===== src/rtl/memory_arbiter_pkg.sv =====
// rtl/memory_arbiter_pkg.sv - shared types and constants for the I/D memory port arbiter
package memory_arbiter_pkg;

    localparam int WORD_W     = 32;
    localparam int BYTE_LANES = 4;

    typedef enum logic [1:0] {
        IDLE   = 2'd0,
        ACCESS = 2'd1,
        RESP   = 2'd2
    } arb_state_t;

    typedef enum logic {
        REQ_I = 1'b0,
        REQ_D = 1'b1
    } requester_t;

    function automatic requester_t other_requester(input requester_t r);
        return (r == REQ_D) ? REQ_I : REQ_D;
    endfunction

endpackage


===== src/rtl/arb_grant_picker.sv =====
// rtl/arb_grant_picker.sv - combinational winner select between fetch and load/store
// MEM_ARB_ROUND_ROBIN_EN: ties go to the requester opposite last_grant; otherwise D beats I.
module arb_grant_picker
    import memory_arbiter_pkg::*;
(
    input  logic       i_valid,
    input  logic       d_valid,
    input  requester_t last_grant,
    output logic       grant_valid,
    output requester_t winner
);

`ifdef MEM_ARB_ROUND_ROBIN_EN
    always_comb begin
        grant_valid = i_valid | d_valid;
        winner      = REQ_D;
        if (i_valid && !d_valid) begin
            winner = REQ_I;
        end else if (i_valid && d_valid) begin
            winner = other_requester(last_grant);
        end
    end
`else
    logic unused_last_grant;
    assign unused_last_grant = last_grant;

    always_comb begin
        grant_valid = i_valid | d_valid;
        winner      = (i_valid && !d_valid) ? REQ_I : REQ_D;
    end
`endif

endmodule


===== src/rtl/memory_port_arbiter.sv =====
// rtl/memory_port_arbiter.sv - shares one word-wide storage port between fetch (I) and load/store (D)
// Tie policy selected by MEM_ARB_ROUND_ROBIN_EN (see arb_grant_picker).
module memory_port_arbiter #(
    parameter int BYTE_ADDR_W = 32,
    parameter int MEM_ADDR_W  = 16,
    parameter int WORD_W      = 32
) (
    input  logic                   clk,
    input  logic                   reset,
    input  logic                   i_req_valid,
    output logic                   i_req_ready,
    input  logic [BYTE_ADDR_W-1:0] i_req_addr,
    output logic                   i_rsp_valid,
    input  logic                   d_req_valid,
    output logic                   d_req_ready,
    input  logic                   d_req_we,
    input  logic [3:0]             d_req_byteen,
    input  logic [BYTE_ADDR_W-1:0] d_req_addr,
    input  logic [WORD_W-1:0]      d_req_wdata,
    output logic                   d_rsp_valid,
    output logic [WORD_W-1:0]      rsp_data,
    output logic                   mem_en,
    output logic                   mem_we,
    output logic [3:0]             mem_byteen,
    output logic [MEM_ADDR_W-1:0]  mem_addr,
    output logic [WORD_W-1:0]      mem_wdata,
    input  logic [WORD_W-1:0]      mem_rdata
);
    import memory_arbiter_pkg::*;

    localparam logic [1:0] ST_IDLE   = IDLE;
    localparam logic [1:0] ST_ACCESS = ACCESS;
    localparam logic [1:0] ST_RESP   = RESP;

    logic [1:0]             state;
    requester_t             owner;
    requester_t             last_grant;
    requester_t             winner;
    logic                   grant_valid;
    logic                   accept;
    logic                   in_access;
    logic [BYTE_ADDR_W-3:0] word_addr_q;
    logic                   we_q;
    logic [BYTE_LANES-1:0]  byteen_q;
    logic [WORD_W-1:0]      wdata_q;
    logic [BYTE_ADDR_W+2:0] bit_addr;
    logic                   unused_bits;

    arb_grant_picker u_picker (
        .i_valid     (i_req_valid),
        .d_valid     (d_req_valid),
        .last_grant  (last_grant),
        .grant_valid (grant_valid),
        .winner      (winner)
    );

    // Ready is gated by reset so nothing reads as accepted while reset is held.
    assign accept      = (state == ST_IDLE) && grant_valid && !reset;
    assign i_req_ready = accept && (winner == REQ_I);
    assign d_req_ready = accept && (winner == REQ_D);

    assign i_rsp_valid = (state == ST_RESP) && (owner == REQ_I);
    assign d_rsp_valid = (state == ST_RESP) && (owner == REQ_D);

    // Word address expressed as a storage bit index: word * 32.
    assign bit_addr    = {word_addr_q, 5'b00000};
    assign in_access   = (state == ST_ACCESS);
    assign mem_en      = in_access;
    assign mem_we      = in_access && we_q;
    assign mem_byteen  = (in_access && we_q) ? byteen_q : '0;
    assign mem_addr    = in_access ? bit_addr[MEM_ADDR_W-1:0] : '0;
    assign mem_wdata   = in_access ? wdata_q : '0;

    assign unused_bits = ^{bit_addr[BYTE_ADDR_W+2:MEM_ADDR_W], i_req_addr[1:0], d_req_addr[1:0]};

    always_ff @(posedge clk or posedge reset) begin
        if (reset) begin
            state       <= ST_IDLE;
            owner       <= REQ_I;
            last_grant  <= REQ_D;
            word_addr_q <= '0;
            we_q        <= 1'b0;
            byteen_q    <= '0;
            wdata_q     <= '0;
            rsp_data    <= '0;
        end else begin
            case (state)
                ST_IDLE: begin
                    if (accept) begin
                        state      <= ST_ACCESS;
                        owner      <= winner;
                        last_grant <= winner;
                        if (winner == REQ_D) begin
                            word_addr_q <= d_req_addr[BYTE_ADDR_W-1:2];
                            we_q        <= d_req_we;
                            byteen_q    <= d_req_byteen;
                            wdata_q     <= d_req_wdata;
                        end else begin
                            word_addr_q <= i_req_addr[BYTE_ADDR_W-1:2];
                            we_q        <= 1'b0;
                            byteen_q    <= '0;
                            wdata_q     <= '0;
                        end
                    end
                end
                ST_ACCESS: begin
                    if (!we_q) begin
                        rsp_data <= mem_rdata;
                    end
                    state <= ST_RESP;
                end
                ST_RESP: begin
                    state <= ST_IDLE;
                end
                default: begin
                    state <= ST_IDLE;
                end
            endcase
        end
    end

endmodule


===== config.mk =====
export PLATFORM = sky130hd
export DESIGN_NAME = memory_port_arbiter
export DESIGN_NICKNAME = d
export VERILOG_FILES = /design/src/rtl/memory_arbiter_pkg.sv /design/src/rtl/arb_grant_picker.sv /design/src/rtl/memory_port_arbiter.sv
export SDC_FILE = /design/constraint.sdc
export NUM_CORES = 1
export LEC_CHECK = 0
export ABC_AREA = 0
export BUFFER_PORTS_ARGS = -buffer_cell sky130_fd_sc_hd__buf_2
export CAP_MARGIN = 20
export CORE_MARGIN = 5
export CORE_UTILIZATION = 47
export DETAILED_ROUTE_END_ITERATION = 8
export GPL_TIMING_DRIVEN = 1
export MAX_ROUTING_LAYER = met4
export PLACE_DENSITY = 0.93
export SETUP_SLACK_MARGIN = 0.4
export SYNTH_ARGS = -nofsm -noshare
export SYNTH_HDL_FRONTEND = slang
export SYNTH_SLANG_ARGS = --single-unit

===== constraint.sdc =====
create_clock -name clk -period 7.1 [get_ports clk]
set_input_delay 1.065 -clock clk [delete_from_list [all_inputs] [get_ports clk]]
set_output_delay 1.065 -clock clk [all_outputs]
set_load 0.05 [all_outputs]

==> metrics.md <==
| Metric | Value |
|---|---|
| Outcome | finished, final reports clean |
| Worst R2R Start | state[1]$_DFFE_PP0P_ |
| Worst Setup Start Kind | input port |
| Clk root buf | clkbuf_8 |
| Most area-consuming cells after synthesis | dfrtp_1 (56%), mux2_4 (12%), a22o_1 (8.7%) |
| Slowest stage cell, crit path | buf_4 |
| Initial antenna violation count | 0 |
| Clock Latency Late Sink | 0.33 ns |
| Fin crit share | 0.467 |
| First-pass GRT wire length | 14,100 um |
| Hold buffers post-CTS | 0 |
| Cts repair resizes | 0 |
| Max incr delay on CP | 0.34 ns |
| Number of synthesized flops with an enable pin | 0 |
| WHS Path Cells | 1 |
| Req. time, crit path | 6.03 ns |
| CTS tree | built |
| Routed vias | 2,649 |
| CP arrival | 2.25 ns |
| Initial core utilization | 0.482 |
| All-layer global routing usage | 0.185 |
| Worst vdd ir | 132 uV |
| Slew @ Worst Pin | 0.993 ns |
| Synth top cells by count | dfrtp_1 (83), and2_1 (45), a22o_1 (37) |
| Setup crit end kind | primary output |
| Vias in the first global route | 2,927 |
| DIE AREA | 0.00981 mm^2 |
| Slew Viols, Final | 0 |
| Synthesized flop and latch total | 83 |
| R2R Path End | rsp_data[28]$_DFFE_PP0P_ |
| Comb pwr share | 0.419 |
| RePlAce Congestion | 0.821 |
| DR iter-0 viols | 81 |
| Yosys top cell by area | dfrtp_1 |
| Setup TNS | 0 ns |
| Post-synthesis cell count | 261 |
| Most used flip-flop cell after synthesis | dfrtp_1 |
| Row Count | 32 |
| CP max FO | 38 |
| Final wirelength | 8770 um |
| DR vias/cell | 4.91 |
| CORE AREA | 0.00773 mm^2 |
| Async S/R FF share, synth | 1.00 |
| Hold path endpoint | word_addr_q[0]$_DFFE_PP0P_ |
| TritonCTS Buffers | 9 |
| Clock Sinks | 83 |
| Post-Layout Cell Count | 540 |
| I/O pins | 227 |
| Max Cap Viol | 0 |
| Post-route minimum period | 3.32 ns |
| Area Overhead vs Synth | 29.5% |
| Cell mode on critical path | buf_2 |
| Placed insts | 525 |
| Pre-antenna DRT Iters | 4 |
| Count leader, synth | dfrtp_1 |
| Largest net degree at the start of global routing | 51 |
| RSZ-0062 raised after global routing | no |
| Clock share of power | 0.196 |
| Die height | 99.0 um |
| Leakage Power | 2.58 nW |
| Mapped Area | 0.00373 mm^2 |
| Clock-pin slew on the worst setup and hold paths | 0.07 ns |
| Top cell type's share of synthesized area | 0.557 |
| Clock Skews | 0.0101 ns |
| Yosys warns | 0 |
| Yosys cell types | 23 |
| Residual DRC count | 0 |
| Relative slew slack | 0.337 |
| Fmax | 0.301 GHz |
| Final nets | 572 |
| ANT cells | 0 |
| Setup CP Type | in2out |
| Avg Cell Area, Syn | 14.3 um^2 |
| Wire per inst | 16.2 um |
| Port Buf Inserts | 179 |
| Sequential fraction of the synthesis area | 0.557 |
| Tightest Hold Check Type | reg2reg |
| Post-CTS Setup Bufs | 0 |
| HP Start | word_addr_q[0]$_DFFE_PP0P_ |
| Post-detail-place hpwl | 6410 um |
| Fraction of layout instances using a drive strength above 1 | 0.580 |
| Overflow after GRT | 0 |
| H-tree Lvls | 3 |
| Final Hold Fails | 0 |
| Sequential Power Share | 0.386 |
| Psw | 716 uW |
| R2R setup slack | 4.60 ns |
| Worst-case clock buffer depth | 2 |
| Remaining antenna violation count | 0 |
| Worst path cell trace | buf_2 > nor3_2 > and2_1 > buf_4 > buf_2 |
| Pwr per Cell Area | 367 mW/mm^2 |
| Die span in x | 99.0 um |
| Final count of negative-setup-slack endpoints | 0 |
| Sw frac | 0.405 |
| R2R depth | 4 |
| Internal Power | 1.05 mW |
[layout by cell type, fill, tap and decap left out]
cell type and n:
and2b_2 1, nor3b_1 1, nor2b_1 1, dfrtp_1 83, buf_12 1, nor2b_4 2
nor3_2 1, a22o_1 37, and3_1 4, inv_1 1, and3b_1 1, bufinv_16 2
mux2_2 23, clkbuf_8 9, buf_4 3, clkbuf_1 2, clkinv_2 2, o21ai_4 1
conb_1 5, buf_2 179, nor2_1 1, nand2b_1 1, and2_1 45, mux2_1 2
mux2_4 30
[layout make-up]
class                           instances  area [um^2]
Clock buffer                           11          131
Clock inverter                          3         65.1
Fill cell                             640         2900
Inverter                                2         8.76
Multi-Input combinational cell        156         1480
Sequential cell                        83         2080
Tap cell                              102          128
Timing Repair Buffer                  183          938
[metal layers]
| layer | wire length (um) | share of wire | up-vias | track usage |
|---|---|---|---|---|
| met5 | 0 | 0 | - | - |
| met3 | 613 | 0.070 | 15 | 0.0354 |
| met1 | 3660 | 0.42 | 1270 | 0.227 |
| met2 | 4340 | 0.49 | 117 | 0.305 |
| met4 | 157 | 0.018 | 0 | 0.0641 |
| li1 | - | - | 1247 | - |
[per-stage QoR]
stage          worst slack, ns   util  total power [mW]  hold slack (ns)  cell area [um^2]
2_1_floorplan             3.85      -              1.27            0.456              3740
3_3_place_gp              3.82  0.596              1.41            0.473              4610
3_5_place_dp              3.77  0.596              1.43            0.481              4610
4_1_cts                   3.76  0.622              1.79            0.501              4800
5_1_grt                   3.69  0.624              1.85            0.517              4820
6_report                  3.78  0.624              1.77            0.492              4820
[cell families after synthesis]
| group | synth area share |
|---|---|
| other | 0.00101 |
| buffers and inverters | 0.0524 |
| muxes | 0.196 |
| AOI/OAI and AO/OA | 0.0893 |
| DFF | 0.557 |
| and+or+nand+nor | 0.103 |
[power by group through the flow]
stage | combinational [mW] | clock [mW] | sequential [mW]
2_1_floorplan | 0.320 | 0 | 0.945
3_3_place_gp | 0.734 | 0 | 0.678
3_5_place_dp | 0.745 | 0 | 0.689
4_1_cts | 0.747 | 0.358 | 0.682
5_1_grt | 0.777 | 0.377 | 0.700
6_report | 0.740 | 0.346 | 0.682
[critical path, delay by kind of cell]
family | cells | cell delay [ns]
buffers and inverters | 3 | 0.80
and+or+nand+nor | 2 | 0.37
[worst max-delay path by stage]
stage                     start           to  slack (ns)  cells past startpoint
after floorplan           reset  i_req_ready        3.85                      4
after global placement    reset  d_req_ready        3.82                      5
after detailed placement  reset  d_req_ready        3.77                      5
after CTS                 reset  d_req_ready        3.76                      5
after global routing      reset  d_req_ready        3.69                      5
final                     reset  d_req_ready        3.78                      5
[state kept, by name (all words and copies together) (netlist names)]
signal	count
owner	1
word_addr_q	11
we_q	1
state	2
wdata_q	32
rsp_data	32
byteen_q	4
No activity file was read; power rests on OpenSTA's default activity.
